`src/rtl/alu_pkg.sv`:
```
// seq_alu shared definitions
// op codes, FSM states, overflow helper
package alu_pkg;

  localparam logic [2:0] OP_ADD = 3'b000;
  localparam logic [2:0] OP_SUB = 3'b001;
  localparam logic [2:0] OP_AND = 3'b010;
  localparam logic [2:0] OP_OR  = 3'b011;
  localparam logic [2:0] OP_XOR = 3'b100;
  localparam logic [2:0] OP_NOT = 3'b101;
  localparam logic [2:0] OP_SLT = 3'b110;
  localparam logic [2:0] OP_MUL = 3'b111;

  typedef enum logic [1:0] {
    IDLE = 2'd0,
    MUL  = 2'd1,
    DONE = 2'd2
  } state_t;

  // sa/sb: operand signs, sr: result sign
  function automatic logic ovf_flag(
    input logic is_sub,
    input logic sa,
    input logic sb,
    input logic sr
  );
    if (is_sub)
      return (sa != sb) && (sr != sa);
    else
      return (sa == sb) && (sr != sa);
  endfunction

endpackage

```
`src/rtl/alu_mul_iter.sv`:
```
// Iterative shift-add unsigned multiplier
// product/done are valid combinationally on the last step
module alu_mul_iter
  import alu_pkg::*;
#(
  parameter int WIDTH = 4,
  parameter int CNT_W = $clog2(WIDTH) + 1
) (
  input  logic               clk,
  input  logic               rst_n,
  input  logic               start,
  input  logic [WIDTH-1:0]   a,
  input  logic [WIDTH-1:0]   b,
  output logic [2*WIDTH-1:0] product,
  output logic               done
);

  logic [2*WIDTH-1:0] mcand;
  logic [2*WIDTH-1:0] acc;
  logic [2*WIDTH-1:0] acc_nxt;
  logic [WIDTH-1:0]   mplier;
  logic [CNT_W-1:0]   cnt;
  logic               busy;

  // one shift-add step on the current multiplier LSB
  always_comb begin
    acc_nxt = acc;
    if (mplier[0])
      acc_nxt = acc + mcand;
  end

  assign done    = busy && (cnt == CNT_W'(WIDTH - 1));
  assign product = acc_nxt;

  // load on start, then step once per edge until last bit
  always_ff @(posedge clk or negedge rst_n) begin
    if (!rst_n) begin
      mcand  <= '0;
      acc    <= '0;
      mplier <= '0;
      cnt    <= '0;
      busy   <= 1'b0;
    end else if (start) begin
      mcand  <= {{WIDTH{1'b0}}, a};
      acc    <= '0;
      mplier <= b;
      cnt    <= '0;
      busy   <= 1'b1;
    end else if (busy) begin
      acc    <= acc_nxt;
      mcand  <= mcand << 1;
      mplier <= mplier >> 1;
      cnt    <= cnt + CNT_W'(1);
      if (done)
        busy <= 1'b0;
    end
  end

endmodule

```
`src/rtl/seq_alu.sv`:
```
// Registered ALU with valid/ready handshake
// single-cycle logic ops, iterative multiply
module seq_alu
  import alu_pkg::*;
#(
  parameter int WIDTH = 4
) (
  input  logic               clk,
  input  logic               rst_n,
  input  logic               in_valid,
  output logic               in_ready,
  input  logic [2:0]         op,
  input  logic [WIDTH-1:0]   a,
  input  logic [WIDTH-1:0]   b,
  output logic               out_valid,
  input  logic               out_ready,
  output logic [2*WIDTH-1:0] result,
  output logic               flag_z,
  output logic               flag_c,
  output logic               flag_v
);

  localparam int CNT_W = $clog2(WIDTH) + 1;

  state_t             state;
  logic               accept;
  logic               mul_start;
  logic               mul_done;
  logic [2*WIDTH-1:0] mul_prod;
  logic [WIDTH:0]     sum;
  logic [WIDTH:0]     dif;
  logic [2*WIDTH-1:0] alu_res;
  logic               alu_c;
  logic               alu_v;

  assign accept    = in_valid && in_ready && (state == IDLE);
  assign mul_start = accept && (op == OP_MUL);

  alu_mul_iter #(
    .WIDTH (WIDTH),
    .CNT_W (CNT_W)
  ) u_mul (
    .clk     (clk),
    .rst_n   (rst_n),
    .start   (mul_start),
    .a       (a),
    .b       (b),
    .product (mul_prod),
    .done    (mul_done)
  );

  // single-cycle result and flags for ops other than MUL
  always_comb begin
    sum     = {1'b0, a} + {1'b0, b};
    dif     = {1'b0, a} - {1'b0, b};
    alu_res = '0;
    alu_c   = 1'b0;
    alu_v   = 1'b0;
    case (op)
      OP_ADD: begin
        alu_res = {{(WIDTH-1){1'b0}}, sum};
        alu_c   = sum[WIDTH];
        alu_v   = ovf_flag(1'b0, a[WIDTH-1],
                           b[WIDTH-1], sum[WIDTH-1]);
      end
      OP_SUB: begin
        alu_res = {{WIDTH{1'b0}}, dif[WIDTH-1:0]};
        alu_c   = dif[WIDTH];
        alu_v   = ovf_flag(1'b1, a[WIDTH-1],
                           b[WIDTH-1], dif[WIDTH-1]);
      end
      OP_AND: alu_res = {{WIDTH{1'b0}}, a & b};
      OP_OR:  alu_res = {{WIDTH{1'b0}}, a | b};
      OP_XOR: alu_res = {{WIDTH{1'b0}}, a ^ b};
      OP_NOT: alu_res = {{WIDTH{1'b0}}, ~a};
      OP_SLT: alu_res = {{(2*WIDTH-1){1'b0}},
                         $signed(a) < $signed(b)};
      default: alu_res = '0;
    endcase
  end

  // handshake FSM with registered result and flags
  always_ff @(posedge clk or negedge rst_n) begin
    if (!rst_n) begin
      state     <= IDLE;
      in_ready  <= 1'b1;
      out_valid <= 1'b0;
      result    <= '0;
      flag_z    <= 1'b0;
      flag_c    <= 1'b0;
      flag_v    <= 1'b0;
    end else begin
      case (state)
        IDLE: begin
          if (accept) begin
            in_ready <= 1'b0;
            if (op == OP_MUL) begin
              state <= MUL;
            end else begin
              state     <= DONE;
              out_valid <= 1'b1;
              result    <= alu_res;
              flag_z    <= (alu_res == '0);
              flag_c    <= alu_c;
              flag_v    <= alu_v;
            end
          end
        end
        MUL: begin
          if (mul_done) begin
            state     <= DONE;
            out_valid <= 1'b1;
            result    <= mul_prod;
            flag_z    <= (mul_prod == '0);
            flag_c    <= 1'b0;
            flag_v    <= 1'b0;
          end
        end
        DONE: begin
          if (out_ready) begin
            state     <= IDLE;
            out_valid <= 1'b0;
            in_ready  <= 1'b1;
          end
        end
        default: begin
          state     <= IDLE;
          out_valid <= 1'b0;
          in_ready  <= 1'b1;
        end
      endcase
    end
  end

endmodule

```
`config.mk`:
```
export PLATFORM = sky130hd
export DESIGN_NAME = seq_alu
export DESIGN_NICKNAME = d
export VERILOG_FILES = /design/src/rtl/alu_pkg.sv /design/src/rtl/alu_mul_iter.sv /design/src/rtl/seq_alu.sv
export SDC_FILE = /design/constraint.sdc
export NUM_CORES = 1
export LEC_CHECK = 0
export CORE_ASPECT_RATIO = 0.9
export CORE_MARGIN = 4
export CORE_UTILIZATION = 35
export DETAILED_ROUTE_END_ITERATION = 8
export PLACE_DENSITY_LB_ADDON = 0.12
export SLEW_MARGIN = 20
export SYNTH_ARGS = -nofsm -noshare
export SYNTH_HDL_FRONTEND = slang
export SYNTH_SLANG_ARGS = --single-unit
```
`constraint.sdc`:
```
create_clock -name clk -period 2.7 [get_ports clk]
set_clock_uncertainty 0.2 [all_clocks]
set_input_delay 0.54 -clock clk [delete_from_list [all_inputs] [get_ports clk]]
set_output_delay 0.54 -clock clk [all_outputs]
set_load 0.005 [all_outputs]
```
; ---- After elaboration in Yosys (flattened, before gate mapping)
; Index checks and enable logic that the tools add are counted.
; W data, S select, Z words.
[op_classes]
n_lt_le_gt_ge = 1
mux = 43
n_reduce_logical = 16
bitwise_logic = 5
eq_ne = 18
addsub = 4
[op_table]
columns = op, n
row1 = $mux W8, 8
row2 = $pmux W5 S7, 1
row3 = $mux W1, 17
row4 = $logic_not A8 Y1, 2
row5 = $pmux W8 S2, 1
row6 = $eq A3 B3 Y1 const B, 4
row7 = $pmux W1 S2, 5
row8 = $eq A3 B2 Y1 const B, 3
row9 = $add A8 B8 Y8, 1
row10 = $mux W2, 4
row11 = $mux W4, 2
row12 = $ne A2 B2 Y1 const B, 4
row13 = $reduce_and A4 Y1, 2
row14 = $logic_and A1 B1 Y1, 6
row15 = $mux W3, 2
row16 = $pmux W1 S3, 2
row17 = $pmux W2 S3, 1
row18 = $reduce_and A3 Y1, 2
row19 = $add A4 B4 Y5, 1
row20 = $sub A4 B4 Y5, 1
row21 = $and A4 B4 Y4, 1
row22 = $lt A4 B4 Y1, 1
row23 = $not A4 Y4, 1
row24 = $or A4 B4 Y4, 1
row25 = other kinds (11), 14
[word_totals]
elab_cells = 99
regBits = 39

; ---- Depth between registers and ports, before layout
; Gate-level depths: netlist of run 1.
[logic_depth]
word_depth = 7
depth_mapped = 10
depth_no_buf = 10

; ---- By module
; From an unflattened synthesis of run 1, not the netlist that was laid out.
[hier_totals]
cells_unflattened = 313
hier_area_um2 = 2832.7
[modules_own_cells]
columns = module, seq_area_each_um2, cells_per_inst, area_each_um2, n_inst
row1 = alu_mul_iter, 600.6, 154, 1481.4, 1
row2 = seq_alu, 376.6, 159, 1351.3, 1

; ---- Least setup slack after synthesis of run 1
; No wires, ideal clock.
[synth_path]
path_type = input to register
startpoint = in a[0]
endpoint = reg flag_z
path_buffers = 0
t_required_ns = 2.382
slack_ns = 0.174
setup_ns = 0.118
arrival_ns = 2.208
path_stages = 9
path_cell_list = ha_1 -> fa_1 -> nor2b_1 -> xnor2_1 -> o221ai_1 -> o31a_1 -> a2111oi_4 -> a32o_1 -> a21o_1
[synth_between]
elab_chain_len = 6
elab_cells_between_ends = 12
cone_classes = add/sub (2) / order compare (1) / mux (4) / bitwise (4) / reduce/logical (1)
[synth_rtl]
columns = item, line
row1 = from (decl), seq_alu.sv:13  ; input logic [WIDTH-1:0] a,
row2 = "$sub A4 B4 Y5, or another cell as far along", seq_alu.sv:55  ; dif = {1'b0, a} - {1'b0, b};
row3 = $pmux W5 S7 *, seq_alu.sv:59  ; case (op)
row4 = $logic_not A8 Y1 *, seq_alu.sv:103  ; flag_z <= (alu_res == '0);
row5 = $mux W1 *, seq_alu.sv:97  ; if (op == OP_MUL) begin
row6 = $mux W1 *, seq_alu.sv:95  ; if (accept) begin
row7 = $pmux W1 S2 *, seq_alu.sv:93  ; case (state)
row8 = to (signal assigned), seq_alu.sv:103
row9 = to (signal assigned), seq_alu.sv:114  ; flag_z <= (mul_prod == '0);
row10 = to (decl), seq_alu.sv:18  ; output logic flag_z,
; Every way passes the cells marked *; elsewhere a longest branch is shown, timed or not. The select of a mux whose other input is x is not followed.
; A chain may end at the register's enable or synchronous reset.

; ---- Worst setup path after layout of run 1
[layout_path]
startpoint = in a[2]
endpoint = reg flag_z
; The elaborated chain is that of the path after synthesis.

==> results of run 1 <==
==> final timing paths <==
path	cells after the start	slack, ns	startpoint	end
worst max-delay path	10	0.10	a[2]	flag_z
worst min-delay path	1	0.17	rst_n	flag_v
worst max register to register	9	0.13	u_mul.acc[0]	flag_z
worst min register to register	2	0.28	result[4]	result[4]
max in group asynchronous	1	1.57	rst_n	u_mul.busy
min in group clk	2	0.28	result[4]	result[4]
==> cell families after synthesis <==
family                     share of synthesized area [%]
adders and majority gates                           11.9
muxes                                               8.59
and+or+nand+nor                                     16.9
DFF                                                 35.9
buffers and inverters                               5.14
AOI/OAI and AO/OA                                   17.5
xor gates and xnor gates                            4.18
==> cells in the mapped netlist, types with 5 or more instances <==
cell type	instances	area, um2
clkbuf_1	8	30.0
a21oi_1	14	70.1
dfrtp_1	38	951
buf_2	7	35.0
xnor2_1	9	78.8
inv_1	15	56.3
nor2b_1	5	31.3
nand2_1	34	128
a21o_1	6	45.0
nor2_1	33	124
nand3_1	9	45.0
o21ai_0	21	105
mux2i_1	20	200
a211oi_1	6	45.0
ha_1	21	263
==> state kept, by name, indices dropped and copies added, names as in the netlist <==
| register | count |
|---|---|
| u_mul.cnt | 3 |
| flag_z | 1 |
| result | 8 |
| u_mul.busy | 1 |
| u_mul.acc | 8 |
| in_ready | 1 |
| out_valid | 1 |
| u_mul.mcand | 8 |
| state | 2 |
| flag_v | 1 |
| flag_c | 1 |
| u_mul.mplier | 4 |
==> what timing repair did <==
item / CTS / global route
endpoints found under the setup margin: 2 / 3
gates resized for setup: 8 / 7
pin swaps: 4 / 3
setup buffers: 1 / 0
==> metal layers <==
| layer | up-vias | GRT usage, % |
|---|---|---|
| met5 | - | 0 |
| met4 | 0 | 3.65 |
| met3 | 7 | 3.12 |
| met2 | 34 | 21.9 |
| met1 | 1049 | 22.4 |
| li1 | 1159 | - |
==> where the power goes <==
part	internal, mW	switching, mW	leakage (nW)
logic	0.821	0.805	0.985
registers	0.796	0.185	0.449
clock network	0.234	0.214	0.0515
==> area by class of cell <==
class                           instances  area (um2)  share of cell area, %
Multi-Input combinational cell        228        1660                   47.4
Sequential cell                        39         977                   28.0
Timing Repair Buffer                   68         582                   16.7
Tap cell                               96         120                   3.44
Clock buffer                            8         100                   2.87
Inverter                               15        56.3                   1.61
==> metrics by stage <==
| stage | setup WS, ns | instance area [um2] | TNS (ns) | hold slack, ns | total power [mW] |
|---|---|---|---|---|---|
| 2_1_floorplan | 0.174 | 2720 | 0 | 0.0444 | 1.99 |
| 3_3_place_gp | -0.461 | 3340 | -1.43 | 0.263 | 2.58 |
| 3_5_place_dp | -0.502 | 3340 | -1.64 | 0.272 | 2.60 |
| 4_1_cts | 0.0195 | 3450 | 0 | 0.194 | 3.06 |
| 5_1_grt | 0.0219 | 3490 | 0 | 0.241 | 3.35 |
| 6_report | 0.102 | 3490 | 0 | 0.166 | 3.05 |
==> metrics.txt, run 1 <==
status=completed; wire length on met2=2770 um; Yosys warning total=0; CP max stage cell=clkdlybuf4s50_1; asr flop ratio synth=100%; GPL Wtd Cong=0.887; Detailed Route WL=6380 um; highest routed layer=met4; commonest non-fill, non-tap cell in the layout=buf_4; Synth Cell Area=2720 um2; CP bufs+invs=3; Top delay family on crit path=compound AO/OA/AOI/OAI gates; nets@finish=396; Syn Inst Count=299; Max transition margin=40.2%; number of enable flip-flop cells after synthesis=0; Clock Sink Count=39; Synth Register Bits=39; PD cells=875 nW/um2; sequential fraction of the synthesis area=35.9%; Inserted Clock Buffers=5; critical path class=primary input to flip-flop; Avg Synthesized Cell Area=9.11 um2; P&R area growth vs syn=28.2%; Least-Margin Pin Slew=0.898 ns; min Tclk post-route=2.60 ns; Hold-fix buffers, CTS=0; Cell variety after synth=48; Hold Fails Final Rpt=0; initial cell density of the core=36.1%; htree depth=2; dpl cells=445; CTS tree=built; commonest cells after routing, fill and taps aside=buf_4, dfrtp_1, nand2_1; crit end category=flip-flop; Pre-Repair DR Iteration Count=4; layout cell share with drive strength beyond 1=19.0%; max cap viols=0; Die Ht=91.7 um; Hold WC Path Type=primary input to async pin; met3 wire length=225 um; DRC=0; GR Overflow Total=0; Layout fillers=748; Worst EP required=2.69 ns; antenna cell count=0; PortBufs=27; Tcrit/Tclk final=96.2%; CP Cell Sequence=clkdlybuf4s50_1, inv_1, ha_4, inv_1, a211o_1, mux2i_1, xnor2_1, a21oi_2, a32o_1, a21o_1; Critical Path Most Common Cell=inv_1; vias per std cell=4.95; P_leak=1.49 nW; clock root cell=clkbuf_8; non-filler instance count after layout=454; RSZ-0062 raised after global routing=no; crit-path max FO=6; vias in the first global route=2217; hpwl dp=4960 um; M1 wire length=3330 um; I/O pin count=28; clock latency on the worst-skew pair=0.29 ns; Reg clk slew, reported paths=0.08 ns; Max stage delay on crit path=0.49 ns; GRT Resource Usage Total=14.9%; row cnt=30; Die Area=9260 um2; total number of vias=2249; Final Max Slew Viols=0; achievable frequency=385 MHz; final setup fails=0; pin count of the biggest net entering global routing=40; Final Core Density=46.3%; Chip Width=101 um; peak supply drop=0.380 mV; global-route wire length before repair=11000 um; Routed wire per std cell=14.0 um; DRT iter0 DRCs=96; clock buffer depth=2; Main synth FF type=dfrtp_1; CORE AREA=7540 um2; startpoint types=primary input; syn_nets=338; Critical Path AT=2.59 ns; antenna violations before repair=0; remaining antenna violation count=0
(Power assumes the default switching activity.)
==> run 2, diff against run 1 <==
--- a/config.mk
+++ b/config.mk
@@ -9,8 +9,9 @@
 export CORE_MARGIN = 4
 export CORE_UTILIZATION = 35
 export DETAILED_ROUTE_END_ITERATION = 8
+export GPL_ROUTABILITY_DRIVEN = 0
 export PLACE_DENSITY_LB_ADDON = 0.12
-export SLEW_MARGIN = 20
+export SLEW_MARGIN = 25
 export SYNTH_ARGS = -nofsm -noshare
 export SYNTH_HDL_FRONTEND = slang
 export SYNTH_SLANG_ARGS = --single-unit
==> run 2 against run 1 <==
Hold slack got worse by 0.15 ns. Largest power group unchanged. Design area up 0.18%. Flip-flop and latch count is the same. Final cell count increased by 0.66%. First-iteration DRC count is 24% lower. Highest routed layer unchanged. Critical endpoint unchanged. Combinational power barely moved.
==> metrics.txt, run 2 (same netlist as run 1, synthesis figures left out) <==
status=completed; Worst EP required=2.68 ns; Worst R2R Setup Slack=0.17 ns; Stages on worst setup path=10; vias per std cell=4.89; Max stage delay on crit path=0.50 ns; RR Endpoint=flag_z; pin count of the biggest net entering global routing=40; overall power=2.99 mW; area of the multi-input gates=1650 um2; clock latency on the worst-skew pair=0.29 ns; row cnt=30; Critical Path AT=2.59 ns; layout cell share with drive strength beyond 1=19.4%; dpl cells=447; Die Ht=91.7 um; P_leak=1.50 nW; Hold Fails Final Rpt=0; reg2reg path depth=9; Least-Margin Pin Slew=0.446 ns; Max transition margin=70.3%; Fin Setup TNS=0 ns; PortBufs=27; DRT iter0 DRCs=73; final setup fails=0; clock network power share=12.9%; sequential share of power=32.8%; Pre-Repair DR Iteration Count=4; P&R area growth vs syn=28.4%; critical path class=primary input to flip-flop; DRC=0; final worst setup slack=0.0883 ns; Inserted Clock Buffers=5; Final Max Slew Viols=0; clock root cell=clkbuf_8; Chip Width=101 um; total number of vias=2233; hold slack=0.0159 ns; design area=3500 um2; commonest non-fill, non-tap cell in the layout=buf_4; CP Cell Sequence=clkdlybuf4s50_1, inv_2, ha_4, inv_1, a211o_1, mux2i_1, xnor2_1, a21oi_1, a32o_2, a21o_1; CP Capture Point=flag_z; hpwl dp=4910 um; Comb pwr share=54.3%; Clock Sink Count=39; crit end category=flip-flop; PD cells=855 nW/um2; Sw Pwr=1.19 mW; internal power=1.80 mW; min Tclk post-route=2.61 ns; Layout fillers=743; htree depth=2; CP max stage cell=clkdlybuf4s50_1; GR Overflow Total=0; pre-CTS setup slack=-0.477 ns; Reg area=977 um2; Placed Area=3370 um2; nets@finish=399; worst r2r src=u_mul.acc[0]; vias in the first global route=2216; non-filler instance count after layout=457; Critical Path Source=b[2]; Routed wire per std cell=13.9 um; remaining antenna violation count=0; CORE AREA=7540 um2; CP bufs+invs=3; Sw Ratio=39.7%; Hold WC Path Type=primary input to async pin; clock buffer depth=2; commonest cells after routing, fill and taps aside=buf_4, dfrtp_1, nand2_1; Top delay family on crit path=compound AO/OA/AOI/OAI gates; antenna violations before repair=0; Die Area=9260 um2; max cap viols=0; peak supply drop=0.378 mV; initial cell density of the core=36.1%; CTS tree=built; I/O pin count=28; crit-path max FO=7; antenna cell count=0; global-route wire length before repair=11000 um; startpoint types=primary input; GRT Resource Usage Total=14.9%; RSZ-0062 raised after global routing=no; Tcrit/Tclk final=96.7%; achievable frequency=383 MHz; Final Core Density=46.4%; Detailed Route WL=6370 um; Reg clk slew, reported paths=0.07 ns; Largest regs=result (8), u_mul.acc (8), u_mul.mcand (8)
==> run 2: layer usage <==
metal	vias to the layer above	share of wire [%]	global-route usage, %
li1	1164	-	-
met1	1019	52	22.4
met2	42	43	21.5
met3	8	4.2	3.12
met4	0	1.3	3.77
met5	-	0	0
==> run 2: worst reg2reg max path: cells and delay by family (launching register included) <==
kind / cells / cell delay, ns
compound gates: 4 / 0.85
fa+ha+maj: 2 / 0.60
simple gates: 1 / 0.16
mux: 1 / 0.15
flops: 1 / 0.40
xor+xnor: 1 / 0.11
==> run 2: worst min path at each step <==
stage	start	endpoint
2_1_floorplan	rst_n	flag_c
3_3_place_gp	result[1]	result[1]
3_5_place_dp	result[0]	result[0]
4_1_cts	rst_n	state[1]
5_1_grt	rst_n	flag_c
6_report	rst_n	flag_v
==> run 2: power groups by stage <==
| stage | registers, mW | logic (mW) | clock network, mW |
|---|---|---|---|
| 2_1_floorplan | 0.934 | 1.05 | 0 |
| 5_1_grt | 1.02 | 1.84 | 0.429 |
| 3_5_place_dp | 0.991 | 1.61 | 0 |
| 4_1_cts | 0.981 | 1.63 | 0.397 |
| 6_report | 0.982 | 1.63 | 0.385 |
| 3_3_place_gp | 0.989 | 1.60 | 0 |
==> run 2: cell type report <==
class	instances	share of cell area, %
Multi-Input combinational cell	228	47.1
Inverter	15	1.61
Timing Repair Buffer	71	17.6
Tap cell	96	3.43
Clock inverter	1	0.143
Sequential cell	39	27.9
Clock buffer	7	2.18
==> run 2: repair_timing <==
action | 4_1_cts | 5_1_grt
pin swaps | 5 | 5
setup buffers | 2 | 0
hold buffers | 0 | 0
setup endpoints to repair | 2 | 2
resized for setup | 10 | 4
